**src/rtl/id_ex_if.sv**
```systemverilog
// Decode-to-execute bundle: decoded instruction, forwarding sources, pipeline control
// and the registered ALU-facing outputs of the ID/EX stage.
interface id_ex_if;
  logic        valid_in;
  logic [6:0]  opcode;
  logic [2:0]  funct3;
  logic        funct7b5;
  logic [4:0]  rs1_addr;
  logic [4:0]  rs2_addr;
  logic [4:0]  rd_addr;
  logic [31:0] rs1_data;
  logic [31:0] rs2_data;
  logic [31:0] imm;
  logic        exmem_reg_write;
  logic [4:0]  exmem_rd;
  logic [31:0] exmem_result;
  logic        memwb_reg_write;
  logic [4:0]  memwb_rd;
  logic [31:0] memwb_result;
  logic        stall;
  logic        flush;
  logic        hazard_stall;
  logic        valid_out;
  logic        reg_write_out;
  logic        mem_read_out;
  logic        mem_write_out;
  logic        branch_out;
  logic        illegal_out;
  logic [3:0]  alu_op;
  logic [31:0] alu_a;
  logic [31:0] alu_b;
  logic [31:0] store_data;
  logic [4:0]  rd_out;

  modport slave (
    input  valid_in, opcode, funct3, funct7b5, rs1_addr, rs2_addr, rd_addr,
    input  rs1_data, rs2_data, imm,
    input  exmem_reg_write, exmem_rd, exmem_result,
    input  memwb_reg_write, memwb_rd, memwb_result,
    input  stall, flush,
    output hazard_stall, valid_out, reg_write_out, mem_read_out, mem_write_out,
    output branch_out, illegal_out, alu_op, alu_a, alu_b, store_data, rd_out
  );

  modport master (
    output valid_in, opcode, funct3, funct7b5, rs1_addr, rs2_addr, rd_addr,
    output rs1_data, rs2_data, imm,
    output exmem_reg_write, exmem_rd, exmem_result,
    output memwb_reg_write, memwb_rd, memwb_result,
    output stall, flush,
    input  hazard_stall, valid_out, reg_write_out, mem_read_out, mem_write_out,
    input  branch_out, illegal_out, alu_op, alu_a, alu_b, store_data, rd_out
  );
endinterface

```
**src/rtl/id_ex_stage.sv**
```systemverilog
// ID/EX pipeline stage: ALU opcode decode, EX/MEM and MEM/WB operand forwarding,
// load-use hazard detection, and the registered operands/control feeding the ALU.
module id_ex_stage (
  input logic     clk,
  input logic     reset,
  id_ex_if.slave  bus
);
  localparam logic [6:0] OpR      = 7'b0110011;
  localparam logic [6:0] OpI      = 7'b0010011;
  localparam logic [6:0] OpLoad   = 7'b0000011;
  localparam logic [6:0] OpStore  = 7'b0100011;
  localparam logic [6:0] OpBranch = 7'b1100011;

  localparam logic [3:0] AluAnd = 4'b0000;
  localparam logic [3:0] AluOr  = 4'b0001;
  localparam logic [3:0] AluAdd = 4'b0010;
  localparam logic [3:0] AluXor = 4'b0011;
  localparam logic [3:0] AluSub = 4'b0110;

  logic        uses_rs1, uses_rs2, use_imm, f3_ok;
  logic        dec_reg_write, dec_mem_read, dec_mem_write, dec_branch, dec_illegal;
  logic [3:0]  f3_op, dec_alu_op;
  logic [31:0] fwd_a, fwd_b;

  logic        valid_q, reg_write_q, mem_read_q, mem_write_q, branch_q, illegal_q;
  logic [3:0]  alu_op_q;
  logic [31:0] alu_a_q, alu_b_q, store_data_q;
  logic [4:0]  rd_q;

  always_comb begin
    f3_ok = 1'b1;
    f3_op = AluAdd;
    unique case (bus.funct3)
      3'b000:  f3_op = AluAdd;
      3'b111:  f3_op = AluAnd;
      3'b110:  f3_op = AluOr;
      3'b100:  f3_op = AluXor;
      default: f3_ok = 1'b0;
    endcase
  end

  always_comb begin
    uses_rs1      = 1'b0;
    uses_rs2      = 1'b0;
    use_imm       = 1'b0;
    dec_reg_write = 1'b0;
    dec_mem_read  = 1'b0;
    dec_mem_write = 1'b0;
    dec_branch    = 1'b0;
    dec_illegal   = 1'b0;
    dec_alu_op    = AluAdd;
    case (bus.opcode)
      OpR: begin
        uses_rs1 = 1'b1;
        uses_rs2 = 1'b1;
        if (!f3_ok) begin
          dec_illegal = 1'b1;
        end else begin
          dec_reg_write = 1'b1;
          dec_alu_op    = (bus.funct3 == 3'b000 && bus.funct7b5) ? AluSub : f3_op;
        end
      end
      OpI: begin
        uses_rs1 = 1'b1;
        use_imm  = 1'b1;
        if (!f3_ok) begin
          dec_illegal = 1'b1;
        end else begin
          dec_reg_write = 1'b1;
          dec_alu_op    = f3_op;
        end
      end
      OpLoad: begin
        uses_rs1      = 1'b1;
        use_imm       = 1'b1;
        dec_mem_read  = 1'b1;
        dec_reg_write = 1'b1;
      end
      OpStore: begin
        uses_rs1      = 1'b1;
        uses_rs2      = 1'b1;
        use_imm       = 1'b1;
        dec_mem_write = 1'b1;
      end
      OpBranch: begin
        uses_rs1   = 1'b1;
        uses_rs2   = 1'b1;
        dec_branch = 1'b1;
        dec_alu_op = AluSub;
      end
      default: dec_illegal = 1'b1;
    endcase
  end

  // EX/MEM is the younger producer, so it takes precedence over MEM/WB; x0 never forwards.
  always_comb begin
    fwd_a = bus.rs1_data;
    if (bus.rs1_addr != 5'd0 && bus.exmem_reg_write && bus.exmem_rd == bus.rs1_addr) begin
      fwd_a = bus.exmem_result;
    end else if (bus.rs1_addr != 5'd0 && bus.memwb_reg_write &&
                 bus.memwb_rd == bus.rs1_addr) begin
      fwd_a = bus.memwb_result;
    end
    fwd_b = bus.rs2_data;
    if (bus.rs2_addr != 5'd0 && bus.exmem_reg_write && bus.exmem_rd == bus.rs2_addr) begin
      fwd_b = bus.exmem_result;
    end else if (bus.rs2_addr != 5'd0 && bus.memwb_reg_write &&
                 bus.memwb_rd == bus.rs2_addr) begin
      fwd_b = bus.memwb_result;
    end
  end

  assign bus.hazard_stall = bus.valid_in & valid_q & mem_read_q & (rd_q != 5'd0) &
                            ((uses_rs1 & (rd_q == bus.rs1_addr)) |
                             (uses_rs2 & (rd_q == bus.rs2_addr)));

  // Bubble on reset/flush; stall holds; otherwise a hazard or empty slot bubbles.
  always_ff @(posedge clk) begin
    if (reset || bus.flush || (!bus.stall && (bus.hazard_stall || !bus.valid_in))) begin
      valid_q      <= 1'b0;
      reg_write_q  <= 1'b0;
      mem_read_q   <= 1'b0;
      mem_write_q  <= 1'b0;
      branch_q     <= 1'b0;
      illegal_q    <= 1'b0;
      alu_op_q     <= 4'b0000;
      alu_a_q      <= 32'd0;
      alu_b_q      <= 32'd0;
      store_data_q <= 32'd0;
      rd_q         <= 5'd0;
    end else if (!bus.stall) begin
      valid_q      <= 1'b1;
      reg_write_q  <= dec_reg_write;
      mem_read_q   <= dec_mem_read;
      mem_write_q  <= dec_mem_write;
      branch_q     <= dec_branch;
      illegal_q    <= dec_illegal;
      alu_op_q     <= dec_alu_op;
      alu_a_q      <= fwd_a;
      alu_b_q      <= use_imm ? bus.imm : fwd_b;
      store_data_q <= fwd_b;
      rd_q         <= bus.rd_addr;
    end
  end

  assign bus.valid_out     = valid_q;
  assign bus.reg_write_out = reg_write_q;
  assign bus.mem_read_out  = mem_read_q;
  assign bus.mem_write_out = mem_write_q;
  assign bus.branch_out    = branch_q;
  assign bus.illegal_out   = illegal_q;
  assign bus.alu_op        = alu_op_q;
  assign bus.alu_a         = alu_a_q;
  assign bus.alu_b         = alu_b_q;
  assign bus.store_data    = store_data_q;
  assign bus.rd_out        = rd_q;
endmodule

```
**src/flat_wrapper.sv**
```systemverilog
// flat-port wrapper written by rule: the top's interface ports become plain ports
module id_ex_stage_flat 
  (clk, reset, bus_valid_in, bus_opcode, bus_funct3, bus_funct7b5, bus_rs1_addr, bus_rs2_addr, bus_rd_addr, bus_rs1_data, bus_rs2_data, bus_imm, bus_exmem_reg_write, bus_exmem_rd, bus_exmem_result, bus_memwb_reg_write, bus_memwb_rd, bus_memwb_result, bus_stall, bus_flush, bus_hazard_stall, bus_valid_out, bus_reg_write_out, bus_mem_read_out, bus_mem_write_out, bus_branch_out, bus_illegal_out, bus_alu_op, bus_alu_a, bus_alu_b, bus_store_data, bus_rd_out);
  id_ex_if bus_i ();
  input logic clk;
  input logic reset;
  input wire logic [$bits(bus_i.valid_in)-1:0] bus_valid_in;
  input wire logic [$bits(bus_i.opcode)-1:0] bus_opcode;
  input wire logic [$bits(bus_i.funct3)-1:0] bus_funct3;
  input wire logic [$bits(bus_i.funct7b5)-1:0] bus_funct7b5;
  input wire logic [$bits(bus_i.rs1_addr)-1:0] bus_rs1_addr;
  input wire logic [$bits(bus_i.rs2_addr)-1:0] bus_rs2_addr;
  input wire logic [$bits(bus_i.rd_addr)-1:0] bus_rd_addr;
  input wire logic [$bits(bus_i.rs1_data)-1:0] bus_rs1_data;
  input wire logic [$bits(bus_i.rs2_data)-1:0] bus_rs2_data;
  input wire logic [$bits(bus_i.imm)-1:0] bus_imm;
  input wire logic [$bits(bus_i.exmem_reg_write)-1:0] bus_exmem_reg_write;
  input wire logic [$bits(bus_i.exmem_rd)-1:0] bus_exmem_rd;
  input wire logic [$bits(bus_i.exmem_result)-1:0] bus_exmem_result;
  input wire logic [$bits(bus_i.memwb_reg_write)-1:0] bus_memwb_reg_write;
  input wire logic [$bits(bus_i.memwb_rd)-1:0] bus_memwb_rd;
  input wire logic [$bits(bus_i.memwb_result)-1:0] bus_memwb_result;
  input wire logic [$bits(bus_i.stall)-1:0] bus_stall;
  input wire logic [$bits(bus_i.flush)-1:0] bus_flush;
  output wire logic [$bits(bus_i.hazard_stall)-1:0] bus_hazard_stall;
  output wire logic [$bits(bus_i.valid_out)-1:0] bus_valid_out;
  output wire logic [$bits(bus_i.reg_write_out)-1:0] bus_reg_write_out;
  output wire logic [$bits(bus_i.mem_read_out)-1:0] bus_mem_read_out;
  output wire logic [$bits(bus_i.mem_write_out)-1:0] bus_mem_write_out;
  output wire logic [$bits(bus_i.branch_out)-1:0] bus_branch_out;
  output wire logic [$bits(bus_i.illegal_out)-1:0] bus_illegal_out;
  output wire logic [$bits(bus_i.alu_op)-1:0] bus_alu_op;
  output wire logic [$bits(bus_i.alu_a)-1:0] bus_alu_a;
  output wire logic [$bits(bus_i.alu_b)-1:0] bus_alu_b;
  output wire logic [$bits(bus_i.store_data)-1:0] bus_store_data;
  output wire logic [$bits(bus_i.rd_out)-1:0] bus_rd_out;
  assign bus_i.valid_in = bus_valid_in;
  assign bus_i.opcode = bus_opcode;
  assign bus_i.funct3 = bus_funct3;
  assign bus_i.funct7b5 = bus_funct7b5;
  assign bus_i.rs1_addr = bus_rs1_addr;
  assign bus_i.rs2_addr = bus_rs2_addr;
  assign bus_i.rd_addr = bus_rd_addr;
  assign bus_i.rs1_data = bus_rs1_data;
  assign bus_i.rs2_data = bus_rs2_data;
  assign bus_i.imm = bus_imm;
  assign bus_i.exmem_reg_write = bus_exmem_reg_write;
  assign bus_i.exmem_rd = bus_exmem_rd;
  assign bus_i.exmem_result = bus_exmem_result;
  assign bus_i.memwb_reg_write = bus_memwb_reg_write;
  assign bus_i.memwb_rd = bus_memwb_rd;
  assign bus_i.memwb_result = bus_memwb_result;
  assign bus_i.stall = bus_stall;
  assign bus_i.flush = bus_flush;
  assign bus_hazard_stall = bus_i.hazard_stall;
  assign bus_valid_out = bus_i.valid_out;
  assign bus_reg_write_out = bus_i.reg_write_out;
  assign bus_mem_read_out = bus_i.mem_read_out;
  assign bus_mem_write_out = bus_i.mem_write_out;
  assign bus_branch_out = bus_i.branch_out;
  assign bus_illegal_out = bus_i.illegal_out;
  assign bus_alu_op = bus_i.alu_op;
  assign bus_alu_a = bus_i.alu_a;
  assign bus_alu_b = bus_i.alu_b;
  assign bus_store_data = bus_i.store_data;
  assign bus_rd_out = bus_i.rd_out;
  id_ex_stage u_core (.clk(clk), .reset(reset), .bus(bus_i));
endmodule
```
**config.mk**
```make
export PLATFORM = sky130hd
export DESIGN_NAME = id_ex_stage_flat
export DESIGN_NICKNAME = d
export VERILOG_FILES = /design/src/rtl/id_ex_if.sv /design/src/rtl/id_ex_stage.sv /design/src/flat_wrapper.sv
export SDC_FILE = /design/constraint.sdc
export NUM_CORES = 1
export LEC_CHECK = 0
export BUFFER_PORTS_ARGS = -buffer_cell sky130_fd_sc_hd__buf_2
export CAP_MARGIN = 20
export CORE_UTILIZATION = 23
export CTS_BUF_LIST = sky130_fd_sc_hd__clkbuf_16
export DETAILED_ROUTE_END_ITERATION = 8
export PLACE_DENSITY_LB_ADDON = 0.1
export SLEW_MARGIN = 40
export SYNTH_ARGS = -nofsm -noshare
export SYNTH_HDL_FRONTEND = slang
export SYNTH_SLANG_ARGS = --single-unit
```
**constraint.sdc**
```tcl
create_clock -name clk -period 3 [get_ports clk]
set_clock_uncertainty 0.05 [all_clocks]
set_input_delay 0.15 -clock clk [delete_from_list [all_inputs] [get_ports clk]]
set_output_delay 0.15 -clock clk [all_outputs]
set_load 0.03 [all_outputs]
```
==> key figures <==
Run status
  – Status: finished, final reports clean

Timing
  – Slew Viols, Final: 0
  – Fin crit share: 75.1%
  – Setup TNS: 0 ns
  – WHS: 0.0837 ns
  – Max Freq: 0.444 GHz
  – Final Hold Vio Count: 0
  – Slew @ Worst Pin: 0.796 ns
  – Setup ws final: 0.748 ns
  – Final setup viols: 0
  – Fin crit period: 2.25 ns
  – RSZ-0062 raised after global routing: false
  – Max-slew headroom: 46.9%

Logic synthesis
  – Sequential cell area fraction in the yosys report: 34.7%
  – Synth area leader: dfxtp_1
  – Post-synth EDFFs: 0
  – Syn_nets: 976
  – Post-Syn Area: 6350 um^2
  – Post-synth top area share: 34.7%
  – #FFs+latches synth: 110
  – Distinct cells, synth: 42
  – Gate Count Post-Synth: 773
  – Post-synth ARST share: 0%
  – Prevailing post-synth register cell: dfxtp_1
  – Synth warn: 0
  – Top cells by area, synth: dfxtp_1 (35%), a311o_1 (10%), nand2_1 (8.5%)
  – Mapped Avg Cell Area: 8.22 um^2

Layout
  – Commonest non-fill, non-tap cell in the layout: buf_2
  – Filler Cells Inserted: 2985
  – Share of layout cells above drive strength 1: 38.4%
  – Fin util: 31.5%
  – Final nets: 1251
  – Most frequent cells in the layout: buf_2 (312), nand2_1 (144), dfxtp_1 (110)
  – Area growth syn-to-layout: 34.0%

Clocking
  – Number of gates resized after cts: 0
  – Clock Path Buffers: 2
  – Clk pin slew, worst setup/hold paths: 0.08 ns
  – Num CTS Buffers: 9
  – Clock Latency Late Sink: 0.35 ns
  – CTS sink count: 110
  – TritonCTS clock tree: yes
  – Root buf cell: clkbuf_16
  – H-tree Lvls: 3
  – Setup repair bufs after CTS: 0

Route
  – Final WL: 24800 um
  – Via density: 4.81
  – DRC: 0
  – First-pass DRT Iterations: 4
  – Vias post-DR: 6712
  – Initial DRC count: 351
  – Routed Antenna Nets: 0
  – Routed WL per cell: 17.8 um

Floorplanning
  – Die Ht: 168 um
  – Core Rows: 60
  – Starting Density: 23.5%
  – Core ar.: 27000 um^2
  – Die Footprint: 28300 um^2
  – DIE WIDTH: 168 um
  – I/O Pins: 315

Worst setup path
  – WS Path Type: reg2reg
  – CP Data Required Time: 3.17 ns
  – CP Max Fanout: 32
  – Setup crit end kind: flop
  – WP data arrival: 2.42 ns
  – Kind of start point of the critical path: flop

GRT
  – Largest net degree at the start of global routing: 155
  – First-pass GRT wire length: 37800 um
  – Initial antenna violation count: 2
  – Vias in the first global route: 6641
  – All-Layer GR Usage: 17.2%
  – GRT overflow: 0

Power
  – Worst IR Drop VDD: 0.239 mV
  – Leak pwr: 3.73 nW
  – Total power: 3.43 mW
  – PD cells: 403 nW/um^2

Worst hold path
  – Min-Delay Path Class: in2reg

Run
  – Max Cap Viol: 0

Placement
  – Routability cong.: 0.806
  – Dpl ws: 0.657 ns
  – I/O Buffers: 313
  – Post-DP HPWL: 18000 um
-- path summary, 6_finish.rpt --
kind	from	to	slack, ns	cells past startpoint
worst max register to register	u_core.bus.rd_out[4]	u_core.bus.store_data[7]	0.75	7
worst max-delay path	u_core.bus.rd_out[4]	u_core.bus.store_data[7]	0.75	7
worst min-delay path	bus_imm[6]	u_core.bus.alu_b[6]	0.08	3
worst min register to register	u_core.bus.store_data[19]	u_core.bus.store_data[19]	0.41	2
-- layer usage --
layer / global-route usage, % / part of all wire, % / routed length [um]
met1: 22.9 / 47 / 11800
met2: 28.5 / 47 / 11600
met3: 3.20 / 4.7 / 1160
met4: 4.39 / 1.4 / 346
met5: 0 / 0 / 0
-- cells by family after synthesis --
logic type      after synthesis  share of synthesized area [%]
flops                       110                           34.7
buf+inv                      77                           6.48
mux                          39                           6.16
xor+xnor                     30                           4.14
simple gates                273                           18.5
other cells                   1                         0.0590
compound gates              243                           30.0
-- final cells by class --
cell class | count | area (um^2) | share of cell area, %
Multi-Input combinational cell | 586 | 3770 | 44.3
Sequential cell | 110 | 2200 | 25.9
Timing Repair Buffer | 336 | 1820 | 21.4
Tap cell | 341 | 427 | 5.01
Clock buffer | 9 | 225 | 2.65
Clock inverter | 6 | 40.0 | 0.470
Inverter | 5 | 18.8 | 0.220
Antenna cell | 2 | 5.00 | 0.0588
-- critical path, stage by stage (launching register included) --
cell and delay [ns]:
dfxtp_1 0.45, xnor2_1 0.15, nand4_1 0.11, a2111oi_0 0.33, o21ai_1 0.26, a31oi_4 0.24
buf_4 0.43, a21oi_1 0.08
-- per-stage QoR --
step | std cells | instance area [um^2]
2_1_floorplan | 773 | 6350
3_3_place_gp | 1372 | 8180
3_5_place_dp | 1372 | 8180
4_1_cts | 1393 | 8510
5_1_grt | 1395 | 8510
6_report | 1395 | 8510
-- Yosys cell counts (3+ instances only) --
master	instances
a311o_1	64
xnor2_1	22
xor2_1	8
nor3_1	4
inv_1	5
buf_4	8
nand2_1	144
nand2_2	19
or4_1	3
mux2i_1	38
buf_2	14
dfxtp_1	110
a211o_1	32
a21oi_1	106
nand4_1	5
nor2_1	82
a22oi_1	4
a22oi_2	29
clkbuf_1	41
buf_6	7
-- flip-flops by register name (all words and copies together) (netlist names) --
| register | flops |
|---|---|
| u_core.bus.alu_a | 32 |
| u_core.bus.alu_b | 32 |
| u_core.bus.alu_op | 3 |
| u_core.bus.branch_out | 1 |
| u_core.bus.illegal_out | 1 |
| u_core.bus.mem_read_out | 1 |
| u_core.bus.mem_write_out | 1 |
| u_core.bus.rd_out | 5 |
| u_core.bus.reg_write_out | 1 |
| u_core.bus.store_data | 32 |
| u_core.bus.valid_out | 1 |
-- where the power goes --
part / internal (mW) / switching, mW
combinational: 0.303 / 0.429
clock: 0.560 / 0.599
sequential: 1.51 / 0.0283
-- repair_timing --
item,in CTS,in global routing
hold buffers,6,0
endpoints found under the hold margin,6,0
endpoints found under the setup margin,0,0
No activity file was read; power rests on OpenSTA's default activity.
